<file path="src/rtl/mem_access_ctrl_pkg.sv">
// ---------------------------------------------------------------------------
// mem_access_ctrl_pkg : RV32 load/store size codes and request legality check
// Rev 1.0
// ---------------------------------------------------------------------------
`default_nettype none

package mem_access_ctrl_pkg;

  localparam logic [2:0] L_BYTE   = 3'b000;
  localparam logic [2:0] L_HALF   = 3'b001;
  localparam logic [2:0] L_WORD   = 3'b010;
  localparam logic [2:0] L_BYTE_U = 3'b100;
  localparam logic [2:0] L_HALF_U = 3'b101;
  localparam logic [2:0] S_BYTE   = 3'b000;
  localparam logic [2:0] S_HALF   = 3'b001;
  localparam logic [2:0] S_WORD   = 3'b010;

  // Encoding-level legality only; alignment is judged by mem_lane_align.
  function automatic logic illegal_op(input logic re, input logic we,
                                      input logic [2:0] funct3);
    if (re == we) return 1'b1;
    if (re) return (funct3 == 3'b011) || (funct3 == 3'b110) || (funct3 == 3'b111);
    return (funct3 > S_WORD);
  endfunction

endpackage

`default_nettype wire

</file>
<file path="src/rtl/mem_lane_align.sv">
// ---------------------------------------------------------------------------
// mem_lane_align : lane extraction/extension, store merge, lane mask, alignment
// Rev 1.0
// ---------------------------------------------------------------------------
`default_nettype none

module mem_lane_align
  import mem_access_ctrl_pkg::*;
(
  input  logic [2:0]  funct3,
  input  logic [1:0]  addr_lo,
  input  logic [31:0] raw_word,
  input  logic [31:0] store_data,
  output logic [31:0] load_data,
  output logic [31:0] store_word,
  output logic [3:0]  lane_mask,
  output logic        misalign
);

  logic [7:0]  w_byte;
  logic [15:0] w_half;

  always_comb begin
    w_byte = raw_word[{addr_lo, 3'b000} +: 8];
    w_half = raw_word[{addr_lo[1], 4'b0000} +: 16];
    case (funct3)
      L_BYTE:   load_data = {{24{w_byte[7]}}, w_byte};
      L_HALF:   load_data = {{16{w_half[15]}}, w_half};
      L_BYTE_U: load_data = {24'h0, w_byte};
      L_HALF_U: load_data = {16'h0, w_half};
      default:  load_data = raw_word;
    endcase
  end

  // Size is carried in funct3[1:0]; bit 2 only selects load extension.
  always_comb begin
    store_word = raw_word;
    lane_mask  = 4'b1111;
    misalign   = 1'b0;
    case (funct3[1:0])
      S_BYTE[1:0]: begin
        store_word[{addr_lo, 3'b000} +: 8] = store_data[7:0];
        lane_mask = 4'b0001 << addr_lo;
      end
      S_HALF[1:0]: begin
        store_word[{addr_lo[1], 4'b0000} +: 16] = store_data[15:0];
        lane_mask = addr_lo[1] ? 4'b1100 : 4'b0011;
        misalign  = addr_lo[0];
      end
      S_WORD[1:0]: begin
        store_word = store_data;
        misalign   = |addr_lo;
      end
      default: ;
    endcase
  end

endmodule

`default_nettype wire

</file>
<file path="src/rtl/mem_access_ctrl.sv">
// ---------------------------------------------------------------------------
// mem_access_ctrl : load/store sequencer for a dual-port data BRAM; optional
//                   MEM_BYTE_WE_EN uses per-lane write enables instead of RMW
// Rev 1.0
// ---------------------------------------------------------------------------
`default_nettype none

module mem_access_ctrl
  import mem_access_ctrl_pkg::*;
#(
  parameter int ADDR_W   = 10,
  parameter int READ_LAT = 1
) (
  input  logic              clk,
  input  logic              rst_n,
  input  logic              req_valid,
  output logic              req_ready,
  input  logic              req_re,
  input  logic              req_we,
  input  logic [2:0]        req_funct3,
  input  logic [31:0]       req_addr,
  input  logic [31:0]       req_wdata,
  output logic              resp_valid,
  output logic [31:0]       resp_rdata,
  output logic              resp_err,
  output logic              ram_en,
  output logic [3:0]        ram_we,
  output logic [ADDR_W-1:0] ram_raddr,
  output logic [ADDR_W-1:0] ram_waddr,
  output logic [31:0]       ram_wdata,
  input  logic [31:0]       ram_rdata
);

`ifdef MEM_BYTE_WE_EN
  localparam bit c_subword_rmw = 1'b0;
`else
  localparam bit c_subword_rmw = 1'b1;
`endif

  typedef enum logic [2:0] {
    ST_IDLE = 3'd0,
    ST_RD   = 3'd1,
    ST_WAIT = 3'd2,
    ST_WR   = 3'd3,
    ST_RESP = 3'd4
  } state_t;

  state_t              r_state, w_next_state;
  logic [1:0]          r_cnt;
  logic [2:0]          r_funct3;
  logic [ADDR_W+1:0]   r_addr;
  logic [31:0]         r_wdata;
  logic [31:0]         r_word;
  logic                r_is_store;
  logic                r_err;

  logic [2:0]          w_funct3;
  logic [1:0]          w_addr_lo;
  logic [31:0]         w_load_data;
  logic [31:0]         w_store_word;
  logic [31:0]         w_wr_data;
  logic [3:0]          w_lane_mask;
  logic                w_misalign;
  logic                w_accept;
  logic                w_req_err;
  logic                w_last_wait;
  logic                w_unused;

  // The aligner looks at the live request while idle (for the alignment
  // check at accept) and at the registered request afterwards.
  assign w_funct3  = (r_state == ST_IDLE) ? req_funct3    : r_funct3;
  assign w_addr_lo = (r_state == ST_IDLE) ? req_addr[1:0] : r_addr[1:0];

  mem_lane_align u_lane_align (
    .funct3     (w_funct3),
    .addr_lo    (w_addr_lo),
    .raw_word   (r_word),
    .store_data (r_wdata),
    .load_data  (w_load_data),
    .store_word (w_store_word),
    .lane_mask  (w_lane_mask),
    .misalign   (w_misalign)
  );

  assign w_accept    = req_valid && (r_state == ST_IDLE);
  assign w_req_err   = illegal_op(req_re, req_we, req_funct3) || w_misalign;
  assign w_last_wait = (r_cnt == 2'(READ_LAT - 1));

`ifdef MEM_BYTE_WE_EN
  always_comb begin
    case (r_funct3[1:0])
      S_BYTE[1:0]: w_wr_data = {4{r_wdata[7:0]}};
      S_HALF[1:0]: w_wr_data = {2{r_wdata[15:0]}};
      default:     w_wr_data = r_wdata;
    endcase
  end
  assign w_unused = ^{req_addr[31:ADDR_W+2], w_store_word};
`else
  assign w_wr_data = w_store_word;
  assign w_unused  = ^req_addr[31:ADDR_W+2];
`endif

  always_ff @(posedge clk or negedge rst_n) begin
    if (!rst_n) r_state <= ST_IDLE;
    else        r_state <= w_next_state;
  end

  // Strobes depend on state alone so reset removes them without a clock.
  always_comb begin
    w_next_state = r_state;
    req_ready    = 1'b0;
    ram_en       = 1'b0;
    ram_we       = 4'b0000;
    ram_wdata    = 32'h0;
    resp_valid   = 1'b0;
    resp_rdata   = 32'h0;
    resp_err     = 1'b0;
    unique case (r_state)
      ST_IDLE: begin
        req_ready = 1'b1;
        if (req_valid) begin
          if (w_req_err)
            w_next_state = ST_RESP;
          else if (req_re || (c_subword_rmw && req_funct3[1:0] != S_WORD[1:0]))
            w_next_state = ST_RD;
          else
            w_next_state = ST_WR;
        end
      end
      ST_RD: begin
        ram_en       = 1'b1;
        w_next_state = ST_WAIT;
      end
      ST_WAIT: begin
        if (w_last_wait) w_next_state = r_is_store ? ST_WR : ST_RESP;
      end
      ST_WR: begin
        ram_we       = c_subword_rmw ? 4'b1111 : w_lane_mask;
        ram_wdata    = w_wr_data;
        w_next_state = ST_RESP;
      end
      ST_RESP: begin
        resp_valid   = 1'b1;
        resp_err     = r_err;
        resp_rdata   = (r_err || r_is_store) ? 32'h0 : w_load_data;
        w_next_state = ST_IDLE;
      end
      default: w_next_state = ST_IDLE;
    endcase
  end

  always_ff @(posedge clk or negedge rst_n) begin
    if (!rst_n) begin
      r_cnt      <= 2'd0;
      r_funct3   <= 3'd0;
      r_addr     <= '0;
      r_wdata    <= 32'h0;
      r_word     <= 32'h0;
      r_is_store <= 1'b0;
      r_err      <= 1'b0;
    end else begin
      if (w_accept) begin
        r_funct3   <= req_funct3;
        r_addr     <= req_addr[ADDR_W+1:0];
        r_wdata    <= req_wdata;
        r_is_store <= req_we;
        r_err      <= w_req_err;
      end
      if (r_state == ST_RD)
        r_cnt <= 2'd0;
      else if (r_state == ST_WAIT)
        r_cnt <= r_cnt + 2'd1;
      if (r_state == ST_WAIT && w_last_wait)
        r_word <= ram_rdata;
    end
  end

  assign ram_raddr = r_addr[ADDR_W+1:2];
  assign ram_waddr = r_addr[ADDR_W+1:2];

endmodule

`default_nettype wire

</file>
<file path="config.mk">
export PLATFORM = sky130hd
export DESIGN_NAME = mem_access_ctrl
export DESIGN_NICKNAME = d
export VERILOG_FILES = /design/src/rtl/mem_access_ctrl_pkg.sv /design/src/rtl/mem_lane_align.sv /design/src/rtl/mem_access_ctrl.sv
export SDC_FILE = /design/constraint.sdc
export NUM_CORES = 1
export LEC_CHECK = 0
export CAP_MARGIN = 25
export CORE_MARGIN = 2
export CORE_UTILIZATION = 46
export DETAILED_ROUTE_END_ITERATION = 6
export PLACE_DENSITY = 0.81
export SETUP_SLACK_MARGIN = 0.05
export SYNTH_ARGS = -nofsm -noshare
export SYNTH_HDL_FRONTEND = slang
export SYNTH_SLANG_ARGS = --single-unit
</file>
<file path="constraint.sdc">
create_clock -name clk -period 5.9 [get_ports clk]
set_input_delay 1.18 -clock clk [delete_from_list [all_inputs] [get_ports clk]]
set_output_delay 1.18 -clock clk [all_outputs]
set_load 0.02 [all_outputs]
</file>
==> key figures, run 1 <==
Worst hold path
  • Worst Hold End: r_wdata[19]
  • Hold Path Cell Cnt: 2
  • Hold_sp: r_wdata[19]
  • Worst min path class: reg -> reg

Power and ir drop
  • Power Dens Cells: 550 nW/um^2
  • Maximum vdd drop: 0.329 mV
  • LEAKAGE: 0.00356 uW
  • Total power: 4270 uW

STA
  • Crit path time final: 5680 ps
  • Slew Limit Headroom: 30.7%
  • Setup violations, final: 0
  • Fmax: 176 MHz
  • Hold Fails Final Rpt: 0
  • RSZ-0062 raised after global routing: no
  • TNS Setup: 0 ps
  • Final setup skew: 8.30 ps
  • Period utilization: 96.2%
  • Final Slew Violations: 0
  • Slew @ Worst Pin: 1030 ps

Job
  • Maxcap violations: 0

Die
  • Die width: 115 um
  • Core area: 12100 um^2
  • Starting density of the core: 47.2%
  • Io pins: 196
  • DIE HEIGHT: 115 um
  • Std cell rows: 40
  • Die area: 13300 um^2

Global routing
  • Largest net degree at the start of global routing: 54
  • First-pass GRT wire length: 31000 um
  • Total congestion overflow: 0
  • Initial antenna violation count: 0
  • Vias in the first global route: 5707
  • Gr usage total: 30.6%

Setup path
  • Required time of the critical path: 4720 ps
  • CP endpoint kind: output port
  • Crit path DAT: 4500 ps
  • Crit path max fanout: 8
  • FF-to-FF End: r_err
  • Largest stage delay, worst path: 650 ps
  • Worst Setup SP: req_addr[1]
  • Critical Path Start Type: primary input
  • Worst-path cell chain: clkdlybuf4s50_1, or4b_1, and2_1, ha_1, nor4_1, and3_1, a222oi_1, a21oi_1, clkdlybuf4s50_1
  • Setup CP Type: in -> out
  • Crit-path most repeated cell: clkdlybuf4s50_1
  • Slowest cell on crit path: clkdlybuf4s50_1
  • Reg2reg path depth: 12
  • Worst R2R Start: r_state[0]
  • FF-to-FF setup slack: 2500 ps

Yosys
  • Register area share after synthesis: 37.8%
  • Asr flop ratio synth: 100%
  • Post-synth top flop: dfrtp_1
  • Mean Syn Cell Area: 8.34 um^2
  • Synthesized Nets: 795
  • Netlist cell types: 55
  • Yosys warns: 0
  • Netlist Area Pre-Place: 5690 um^2
  • Register bit count reported by yosys: 86
  • Syn Inst Count: 683
  • Number of synthesized flops with an enable pin: 0

CTS
  • H-tree levels: 3
  • Root Buffer: clkbuf_16
  • CTS max path bufs: 2
  • CTS tree: done
  • Latest clock arrival within the worst-skew pair: 340 ps
  • CTS hold repair buffers: 0
  • Num CTS Buffers: 9
  • Reg clk slew, reported paths: 60 ps
  • Clock Sinks: 86

Route
  • Drt total wl: 20400 um
  • Routed via count: 5976
  • # DRC: 11
  • Vias/cell: 6.02
  • First-pass detailed-route iteration total: 7
  • Post-route ant nets: 0
  • Initial DRC count: 828
  • Routed WL per cell: 20.5 um

Finish
  • Area Overhead vs Synth: 36.4%
  • Antenna cells: 0
  • # fillers: 1021
  • Final Util: 64.4%
  • Fin nets: 932
  • Layout cells sized above 1: 10.5%

Placed design
  • DPL Wire Length: 15100 um
  • I/O Buffers: 175
  • Gpl congestion: 0.933

Status
  • Failing checks: design-rule violations
  • Outcome: complete, but fails checks
-- logic make-up after synthesis --
kind of cell / share of synthesized area, %
AND/OR/NAND/NOR: 21.4
AO/OA/AOI/OAI: 22.6
multiplexers: 7.67
adder cells (fa/ha/maj): 1.76
flip-flops: 37.8
buffers and inverters: 8.81
-- through the flow --
step / hold slack, ps / setup WS [ps] / instances / instance area, um^2
CTS: 479 / 235 / 993 / 7760
global placement: 465 / 253 / 976 / 7450
global route: 512 / 68.2 / 993 / 7760
detailed placement: 463 / 240 / 977 / 7480
floorplan: 445 / 823 / 683 / 5690
finish: 480 / 221 / 993 / 7760
-- power by group --
group / switching [uW] / internal [uW] / total (uW)
Sequential: 451 / 875 / 1330
Clock: 250 / 300 / 550
Combinational: 1390 / 1010 / 2400
-- Yosys cell counts, types with 9 or more instances --
| master | count | area, um^2 |
|---|---|---|
| a21oi_1 | 21 | 105 |
| mux2_2 | 26 | 293 |
| a21o_1 | 19 | 143 |
| o21ai_0 | 46 | 230 |
| dfrtp_1 | 86 | 2150 |
| nand2_1 | 167 | 627 |
| nor2_1 | 24 | 90.1 |
| inv_1 | 28 | 105 |
| and3_1 | 37 | 231 |
| buf_4 | 23 | 173 |
| a22oi_1 | 9 | 67.6 |
| a222oi_1 | 15 | 150 |
| clkbuf_1 | 41 | 154 |
| a221oi_1 | 16 | 140 |
| nor3_1 | 9 | 45.0 |
| nand3_1 | 10 | 50.1 |
-- state kept, by name (all words and copies together), names as in the netlist --
signal	flops
r_state	3
r_addr	12
r_is_store	1
r_funct3	3
r_word	32
r_wdata	32
r_err	1
r_cnt	2
-- timing repair --
item | 4_1_cts | 5_1_grt
resized for setup | 0 | 1
setup endpoints to repair | 0 | 9
endpoints found under the hold margin | 0 | 0
setup buffers | 0 | 0
-- worst max-delay path by stage --
| stage | endpoint | slack, ps | depth (start not counted) |
|---|---|---|---|
| after floorplan | ram_wdata[10] | 820 | 11 |
| after global placement | ram_wdata[15] | 250 | 9 |
| after detailed placement | ram_wdata[15] | 240 | 9 |
| after CTS | ram_wdata[15] | 230 | 9 |
| after global routing | ram_wdata[22] | 70 | 9 |
| final | ram_wdata[16] | 220 | 9 |
-- cell type report --
cell class / instances / area, um^2 / area share [%]
inverters: 31 / 120 / 1.55
well taps: 168 / 210 / 2.71
clock buffers: 10 / 239 / 3.08
multi-input cells: 492 / 3040 / 39.2
clock inverters: 6 / 45.0 / 0.580
repair buffers: 200 / 1960 / 25.2
flip-flops and latches: 86 / 2150 / 27.7
-- critical path, delay by kind of cell --
family,cells,cell delay [ps]
AO/OA/AOI/OAI,2,370
buffers and inverters,2,1230
AND/OR/NAND/NOR,4,1360
adder cells (fa/ha/maj),1,360
-- cells in the final DEF (no fill, tap or decap), drive strengths merged, types with 3 or more instances in the layout --
| cell | count |
|---|---|
| clkdlybuf4s50 | 174 |
| nand2 | 167 |
| dfrtp | 86 |
| o21ai | 47 |
| and3 | 37 |
| inv | 30 |
| mux2 | 27 |
| buf | 26 |
| nor2 | 24 |
| a21oi | 22 |
| a21o | 19 |
| a221oi | 16 |
| a222oi | 15 |
| nand3 | 10 |
| clkbuf | 10 |
| nor3 | 9 |
| a22oi | 9 |
| mux2i | 8 |
| nor2b | 8 |
| o221ai | 8 |
| ha | 8 |
| a211oi | 8 |
| o221a | 7 |
| o32a | 7 |
| clkinv | 6 |
| and2 | 4 |
| or4b | 4 |
| a31oi | 3 |
| o22ai | 3 |
-- per-layer routing --
layer  vias up  share of wire, %  global-route usage, %
li1       2701                 -                      -
met1      2880                41                   42.8
met2       348                46                   48.2
met3        47                10                   4.48
met4         0               2.9                   12.1
met5         -                 0                      0
Power figures use the tool's default switching activity.
==> run 2, diff against run 1 <==
CORE_MARGIN = default   (was 2)
CTS_CLUSTER_SIZE = 30   (was default)
SLEW_MARGIN = 20   (was default)
==> key figures, run 2 (synthesized netlist as in run 1, its figures left out) <==
Die
  • Die width: 113 um
  • DIE HEIGHT: 113 um
  • Io pins: 196
  • Core area: 12100 um^2
  • Starting density of the core: 47.2%
  • Die area: 12800 um^2
  • Std cell rows: 40

STA
  • Fmax: 175 MHz
  • TNS Setup: 0 ps
  • RSZ-0062 raised after global routing: no
  • Slew Limit Headroom: 32.3%
  • Final Slew Violations: 0
  • Final setup skew: 4.80 ps
  • Slew @ Worst Pin: 1010 ps
  • Setup violations, final: 0
  • Crit path time final: 5710 ps
  • Setup WS post-layout: 187 ps
  • Hold Fails Final Rpt: 0
  • Period utilization: 96.8%

CTS
  • CTS hold repair buffers: 0
  • H-tree levels: 3
  • Num CTS Buffers: 9
  • Root Buffer: clkbuf_16
  • Post_cts resized: 0
  • CTS tree: done
  • Latest clock arrival within the worst-skew pair: 350 ps
  • Setup Buffers After CTS: 0
  • Reg clk slew, reported paths: 60 ps
  • CTS max path bufs: 2
  • Clock Sinks: 86

Setup path
  • Worst Setup SP: req_funct3[1]
  • Setup CP Type: in -> out
  • Required time of the critical path: 4720 ps
  • Crit path capture: ram_wdata[25]
  • Reg2reg path depth: 12
  • CP bufs+invs: 4
  • FF-to-FF End: r_err
  • Crit path max fanout: 12
  • FF-to-FF setup slack: 2250 ps
  • CP top delay family: buffers and inverters
  • Worst R2R Start: r_state[0]
  • CP Depth: 9
  • Slowest cell on crit path: clkdlybuf4s50_1
  • Worst-path cell chain: clkdlybuf4s50_1, a21oi_2, clkinv_1, ha_1, inv_1, o21ai_0, a22oi_1, o221ai_1, clkdlybuf4s50_1
  • Crit path DAT: 4530 ps
  • Largest stage delay, worst path: 570 ps
  • CP endpoint kind: output port
  • Crit-path most repeated cell: clkdlybuf4s50_1
  • Critical Path Start Type: primary input

Power and ir drop
  • Pint: 2200 uW
  • Sequential share of power: 30.8%
  • Gate power share: 55.2%
  • Power Dens Cells: 553 nW/um^2
  • Total power: 4280 uW
  • Maximum vdd drop: 0.329 mV
  • Net Sw Frac: 48.6%
  • LEAKAGE: 0.00355 uW
  • Sw power: 2080 uW
  • Part of the power in the clock network: 14.0%

Finish
  • Area Overhead vs Synth: 36.0%
  • Commonest non-fill, non-tap cell in the layout: clkdlybuf4s50_1
  • Top Registers: r_wdata: 32 flops, r_word: 32 flops, r_addr: 12 flops
  • Layout cells sized above 1: 10.0%
  • Fin nets: 927
  • Antenna cells: 0
  • Commonest cells after routing, fill and taps aside: clkdlybuf4s50_1 (173), nand2_1 (167), dfrtp_1 (86)
  • Final Util: 64.2%

Job
  • Maxcap violations: 0

Placed design
  • Placement Setup Slack: 201 ps
  • Gpl congestion: 0.923
  • I/O Buffers: 175
  • DPL Wire Length: 14500 um

Route
  • Initial DRC count: 705
  • First-pass detailed-route iteration total: 7
  • # DRC: 15
  • Routed via count: 5997
  • Vias/cell: 6.07
  • Drt total wl: 20700 um
  • Post-route ant nets: 0
  • Routed WL per cell: 20.9 um

Status
  • Failing checks: design-rule violations
  • Outcome: complete, but fails checks

Global routing
  • Vias in the first global route: 5686
  • Largest net degree at the start of global routing: 55
  • Initial antenna violation count: 1
  • Gr usage total: 32.9%
  • First-pass GRT wire length: 31900 um
  • Total congestion overflow: 0

Worst hold path
  • Worst min path class: reg -> reg
-- run 2: how the worst min path moves through the flow --
stage | cells after the start | to | from
2_1_floorplan | 2 | r_wdata[16] | r_wdata[16]
3_3_place_gp | 2 | r_funct3[0] | r_funct3[0]
3_5_place_dp | 2 | r_wdata[17] | r_wdata[17]
4_1_cts | 2 | r_wdata[17] | r_wdata[17]
5_1_grt | 2 | r_funct3[0] | r_funct3[0]
6_report | 2 | r_wdata[17] | r_wdata[17]
-- run 2: final cells by class --
class | instances | area (um^2)
clock buffer | 12 | 256
clock inverter | 4 | 53.8
fill | 1037 | 4320
inverter | 31 | 116
multi-input combinational | 492 | 3050
sequential | 86 | 2150
tap | 168 | 210
timing repair buffer | 195 | 1900
-- run 2: through the flow --
step | instance area (um^2) | hold WS [ps] | std cells
global route | 7740 | 529 | 988
floorplan | 5690 | 445 | 683
global placement | 7420 | 462 | 972
detailed placement | 7420 | 466 | 972
CTS | 7730 | 483 | 988
finish | 7740 | 483 | 988
-- run 2: routing by layer --
layer | vias up | part of all wire (%) | global-route usage [%]
li1 | 2681 | - | -
met1 | 2911 | 41 | 44.3
met3 | 49 | 9.8 | 6.75
met2 | 356 | 45 | 50.4
met5 | - | 0 | 0
met4 | 0 | 3.5 | 16.5
-- run 2: worst min-delay path, delay by kind of cell, from the launching register on --
kind | cells | cell delay, ps
flops | 1 | 340
simple gates | 2 | 110
-- run 2: power by group through the flow --
stage / clock network, uW / registers (uW) / logic (uW)
CTS: 608 / 1290 / 2320
detailed placement: 0 / 1300 / 2310
finish: 600 / 1320 / 2360
floorplan: 0 / 1090 / 1730
global route: 629 / 1340 / 2560
global placement: 0 / 1280 / 2230
